==> src/rtl/alu4b_arbiter.sv <==
`default_nettype none
// ============================================================================
//  Module   : alu4b_arbiter
//  Purpose  : Shares a single alu4b instance between two requesters. A
//             requester posts an op code and two 4-bit operands with a
//             req/ack handshake. The block grants one requester, drives the
//             ALU inputs from registers, and captures the seven-segment
//             pattern and the carry for that op into response registers.
//  Build    : define ALU_ARB_RR_EN for round-robin arbitration. When it is
//             left undefined, arbitration is fixed priority and requester 0
//             wins a tie.
//  Ports    :
//    clk            in   rising-edge clock
//    rst            in   synchronous reset, active-high
//    req0/req1      in   request from requester 0 / 1
//    op0/op1  [1:0] in   00 add, 01 sub, 10 AND, 11 OR
//    a0,b0,a1,b1    in   4-bit operands per requester
//    alu_a,alu_b    out  registered ALU operands
//    alu_s0,alu_s1  out  registered ALU select lines (s0 = op[0], s1 = op[1])
//    alu_seg  [6:0] in   ALU seg_out
//    alu_cout_som   in   ALU carry for add
//    alu_cout_sub   in   ALU carry for sub
//    ack0/ack1      out  one-cycle completion pulse per requester
//    rsp_seg  [6:0] out  captured segment pattern
//    rsp_cout       out  captured carry (0 for logic ops)
//    rsp_id         out  requester that owns the current response
//    busy           out  high while an operation is in flight
//  Revision : 1.0  initial release
// ============================================================================
module alu4b_arbiter (
    input  logic       clk,
    input  logic       rst,
    input  logic       req0,
    input  logic       req1,
    input  logic [1:0] op0,
    input  logic [1:0] op1,
    input  logic [3:0] a0,
    input  logic [3:0] b0,
    input  logic [3:0] a1,
    input  logic [3:0] b1,
    output logic [3:0] alu_a,
    output logic [3:0] alu_b,
    output logic       alu_s0,
    output logic       alu_s1,
    input  logic [6:0] alu_seg,
    input  logic       alu_cout_som,
    input  logic       alu_cout_sub,
    output logic       ack0,
    output logic       ack1,
    output logic [6:0] rsp_seg,
    output logic       rsp_cout,
    output logic       rsp_id,
    output logic       busy
);

    // ------------------------------------------------------------------
    // State encoding
    // ------------------------------------------------------------------
    localparam logic [1:0] c_IDLE = 2'd0;
    localparam logic [1:0] c_EXEC = 2'd1;
    localparam logic [1:0] c_DONE = 2'd2;

    localparam logic [1:0] c_OP_ADD = 2'b00;
    localparam logic [1:0] c_OP_SUB = 2'b01;

    logic [1:0] r_state;
    logic [1:0] w_state_next;

    logic [3:0] r_alu_a;
    logic [3:0] r_alu_b;
    logic       r_alu_s0;
    logic       r_alu_s1;
    logic       r_ack0;
    logic       r_ack1;
    logic [6:0] r_rsp_seg;
    logic       r_rsp_cout;
    logic       r_rsp_id;

    logic       w_req_any;
    logic       w_win_id;
    logic       w_grant;
    logic       w_capture;
    logic       w_cout_sel;
    logic [1:0] w_win_op;
    logic [3:0] w_win_a;
    logic [3:0] w_win_b;

    assign w_req_any = req0 | req1;

    // ------------------------------------------------------------------
    // Arbitration. A lone requester always wins; the preference only
    // matters when both requests are high on the same edge.
    // ------------------------------------------------------------------
`ifdef ALU_ARB_RR_EN
    logic r_rr_ptr;

    always_comb begin
        w_win_id = 1'b0;
        if (req0 && req1) begin
            w_win_id = r_rr_ptr;
        end else begin
            w_win_id = req1;
        end
    end

    // After every grant the preference moves to the requester that lost.
    always_ff @(posedge clk) begin
        if (rst) begin
            r_rr_ptr <= 1'b0;
        end else if (w_grant) begin
            r_rr_ptr <= ~w_win_id;
        end
    end
`else
    always_comb begin
        w_win_id = 1'b0;
        if (!req0 && req1) begin
            w_win_id = 1'b1;
        end
    end
`endif

    // Winner's request fields, muxed once so the grant path stays simple.
    always_comb begin
        w_win_op = op0;
        w_win_a  = a0;
        w_win_b  = b0;
        if (w_win_id) begin
            w_win_op = op1;
            w_win_a  = a1;
            w_win_b  = b1;
        end
    end

    // Carry selection uses the registered select lines, i.e. the op the
    // ALU is actually evaluating during EXEC.
    always_comb begin
        w_cout_sel = 1'b0;
        case ({r_alu_s1, r_alu_s0})
            c_OP_ADD: w_cout_sel = alu_cout_som;
            c_OP_SUB: w_cout_sel = alu_cout_sub;
            default:  w_cout_sel = 1'b0;
        endcase
    end

    // ------------------------------------------------------------------
    // FSM: state register
    // ------------------------------------------------------------------
    always_ff @(posedge clk) begin
        if (rst) begin
            r_state <= c_IDLE;
        end else begin
            r_state <= w_state_next;
        end
    end

    // ------------------------------------------------------------------
    // FSM: next state and per-state strobes
    // ------------------------------------------------------------------
    always_comb begin
        w_state_next = r_state;
        w_grant      = 1'b0;
        w_capture    = 1'b0;
        case (r_state)
            c_IDLE: begin
                if (w_req_any) begin
                    w_grant      = 1'b1;
                    w_state_next = c_EXEC;
                end
            end
            c_EXEC: begin
                w_capture    = 1'b1;
                w_state_next = c_DONE;
            end
            c_DONE: begin
                // Requests are deliberately ignored here; a req still high
                // on the next IDLE edge is treated as a fresh request.
                w_state_next = c_IDLE;
            end
            default: begin
                w_state_next = c_IDLE;
            end
        endcase
    end

    // ------------------------------------------------------------------
    // Datapath registers
    // ------------------------------------------------------------------
    always_ff @(posedge clk) begin
        if (rst) begin
            r_alu_a    <= 4'h0;
            r_alu_b    <= 4'h0;
            r_alu_s0   <= 1'b0;
            r_alu_s1   <= 1'b0;
            r_ack0     <= 1'b0;
            r_ack1     <= 1'b0;
            r_rsp_seg  <= 7'h00;
            r_rsp_cout <= 1'b0;
            r_rsp_id   <= 1'b0;
        end else begin
            // ack is a single-cycle pulse: cleared unless this is the
            // capture edge.
            r_ack0 <= 1'b0;
            r_ack1 <= 1'b0;

            // Operands are sampled only at grant and then held, so the ALU
            // sees stable inputs for all of EXEC and keeps them in IDLE.
            if (w_grant) begin
                r_alu_a  <= w_win_a;
                r_alu_b  <= w_win_b;
                r_alu_s0 <= w_win_op[0];
                r_alu_s1 <= w_win_op[1];
                r_rsp_id <= w_win_id;
            end

            if (w_capture) begin
                r_rsp_seg  <= alu_seg;
                r_rsp_cout <= w_cout_sel;
                r_ack0     <= ~r_rsp_id;
                r_ack1     <= r_rsp_id;
            end
        end
    end

    // ------------------------------------------------------------------
    // Outputs
    // ------------------------------------------------------------------
    assign alu_a    = r_alu_a;
    assign alu_b    = r_alu_b;
    assign alu_s0   = r_alu_s0;
    assign alu_s1   = r_alu_s1;
    assign ack0     = r_ack0;
    assign ack1     = r_ack1;
    assign rsp_seg  = r_rsp_seg;
    assign rsp_cout = r_rsp_cout;
    assign rsp_id   = r_rsp_id;
    assign busy     = (r_state != c_IDLE);

endmodule
`default_nettype wire

==> config.mk <==
export PLATFORM = sky130hd
export DESIGN_NAME = alu4b_arbiter
export DESIGN_NICKNAME = d
export VERILOG_FILES = /design/src/rtl/alu4b_arbiter.sv
export SDC_FILE = /design/constraint.sdc
export NUM_CORES = 1
export LEC_CHECK = 0
export CAP_MARGIN = 5
export CORE_ASPECT_RATIO = 0.7
export CORE_MARGIN = 2
export CORE_UTILIZATION = 41
export DETAILED_ROUTE_END_ITERATION = 10
export PLACE_DENSITY = 0.89
export SLEW_MARGIN = 20
export SYNTH_ARGS = -nofsm -noshare
export SYNTH_HDL_FRONTEND = slang
export SYNTH_SLANG_ARGS = --single-unit
==> constraint.sdc <==
create_clock -name clk -period 2.34 [get_ports clk]
set_input_delay 0.468 -clock clk [delete_from_list [all_inputs] [get_ports clk]]
set_output_delay 0.468 -clock clk [all_outputs]
set_load 0.03 [all_outputs]
==> flow_summary.yaml <==
synthesis:
  yosys.area.top_type: "dfxtp_1"
  synth_top_area_share_pct: 44.9
  ys_top_cells_by_count: "36 x nand2_1, 23 x dfxtp_1, 10 x a21oi_1, 10 x a311oi_2, 9 x a21oi_2"
  netlist_area_mm2: 0.00102
  synth_seq_area_share_pct: 44.9
  ys.flop_type: "dfxtp_1"
  synth_seq_cells: 23
  yosysMostFrequentCell: "nand2_1"
  synth_edf_count: 0
  synthDistinctLibCells: 21
  netlist_instances: 111
  avgSynthCellArea_um2: 9.23
  netlist_top_cells_area: "dfxtp_1 45%, a311oi_2 15%, nand2_1 13%, a21oi_2 7.7%, a21oi_1 4.9%"
  yosys_warnings: 0
  ys_async_sr_fraction_pct: 0
  synth_fp_nets: 144
timing:
  finalHoldViolCount: 0
  max_freq_mhz: 487
  rsz0062_at_grt: "false"
  hold_ws_ns: 0.466
  fin_ws_ns: 0.286
  tns_ns: 0
  setup_viol: 0
  drv_slew: 0
  min_period_ns: 2.05
  skew_ns: 0.000822
  max_slew_margin_pct: 61.4
  fin_crit_sh_pct: 87.8
  tightest_slew_ns: 0.578
finish:
  final_cells: 199
  drive_above_1_share_pct: 17.0
  final_core_util_pct: 66.7
  nNetsFinal: 199
  diodes: 0
  stdcell_area_mm2: 0.00162
  syn2layout_area_growth_pct: 57.6
  fillers: 193
worst_hold_path:
  hold_class: "register to register"
clocking:
  cts_resized: 0
  htree_levels: 1
  clock-root-buffer: "clkbuf_4"
  clock_latency_ns: 0.31
  ctsHoldBuffers: 0
  clk_pin_slew_ns: 0.12
  cts_tree: "done"
  cts.sinks: 23
  cts_buffer_depth: 2
  cts_setup_buffers: 0
  cts_buffers: 3
global_routing:
  grt_max_degree: 13
  antenna_found_initial: 0
  grt_pass1_wl_mm: 4.24
  first_global_vias: 967
  grt_usage_pct: 18.4
  grt_overflow_total: 0
status:
  status: "completed"
critical_path:
  required_ns: 1.87
  worstPathArrival_ns: 1.59
  cp_slowest_cell: "clkdlybuf4s50_1"
  max_stage_delay_ns: 0.70
  ff2ff_setup_slack_ns: 1.06
  path_class: "register to primary output"
  start_kind: "register"
  path_max_fanout: 4
  critPathCaptureType: "primary output"
  crit_chain: "nor2_2, inv_2, clkdlybuf4s50_1"
place:
  gp_congestion: 0.763
  portBuffers: 54
  placed_cells: 195
  placed_area_mm2: 0.00159
  dp_hpwl_mm: 2.05
  dpl_worst_slack_ns: 0.350
power_and_ir_drop:
  p_per_area_mw_per_mm2: 591
  vdd_drop_max_mv: 0.413
  finalPower_uw: 954
  power.leakage_nw: 0.580
floorplan:
  dieHeight_um: 45.8
  core-area_mm2: 0.00242
  dieWidth_um: 63.8
  io_pins: 55
  initial_utilization_pct: 42.3
  rows: 15
  die_area_mm2: 0.00292
job:
  drv_cap: 0
route:
  viasPerCell: 4.93
  wl_per_cell_um: 12.9
  drc: 0
  first_pass_iters: 4
  vias: 981
  finalWirelength_mm: 2.56
  drt_iter0_drc: 33
  antenna_left: 0
## power by group
part / total (mW) / switching, mW / leakage, nW / internal [mW]
registers: 0.447 / 0.0224 / 0.189 / 0.425
clock network: 0.183 / 0.117 / 0.0150 / 0.0667
logic: 0.323 / 0.169 / 0.376 / 0.154
## layout make-up
type                            instances  area, µm²  area share, %
Tap cell                               34       42.5           2.63
Sequential cell                        23        460           28.5
Multi-Input combinational cell         80        519           32.1
Clock buffer                            4       26.3           1.63
Timing Repair Buffer                   57        563           34.9
Inverter                                1       3.75          0.232
## cell usage in the layout (no fill, tap or decap), drive strengths merged
cell,instances
buf,3
nor2,4
o21ai,1
a21oi,19
or2,1
mux2i,1
a311oi,10
and2b,2
clkbuf,4
and2,1
dfxtp,23
or3,1
clkdlybuf4s50,54
nand2b,2
inv,1
nor3,2
nand2,36
## sequential cells by signal (all words and copies together) (netlist names)
name,cells
rsp_seg,7
alu_a,4
alu_b,4
r_state,2
ack0,1
ack1,1
alu_s0,1
alu_s1,1
rsp_cout,1
rsp_id,1
## kinds of logic after synthesis
logic type,Yosys count,share of synthesized area [%]
compound gates,30,27.7
mux,1,0.977
simple gates,49,22.0
flops,23,44.9
buf+inv,8,4.39
## routing by layer
metal / wire length [µm] / GRT usage, % / part of all wire, %
met1: 1050 / 20.9 / 41
met2: 1420 / 37.9 / 55
met3: 91 / 3.47 / 3.5
met4: 0 / 1.74 / 0
met5: 0 / 0 / 0
## worst max-delay path: cells and delay by family (launching register included)
family	cells	cell delay [ns]
buf+inv	2	0.82
simple gates	1	0.06
flops	1	0.39
## worst paths after layout
kind,start,to,cells after the start
worst max register to register,r_state[1]$_SDFFE_PP0P_,rsp_cout$_SDFFE_PP0N_,3
worst min register to register,rsp_seg[3]$_SDFFE_PP0N_,rsp_seg[3]$_SDFFE_PP0N_,2
worst max-delay path,r_state[0]$_SDFFE_PP0P_,busy,3
worst min-delay path,rsp_seg[3]$_SDFFE_PP0N_,rsp_seg[3]$_SDFFE_PP0N_,2
Power figures use the tool's default switching activity.
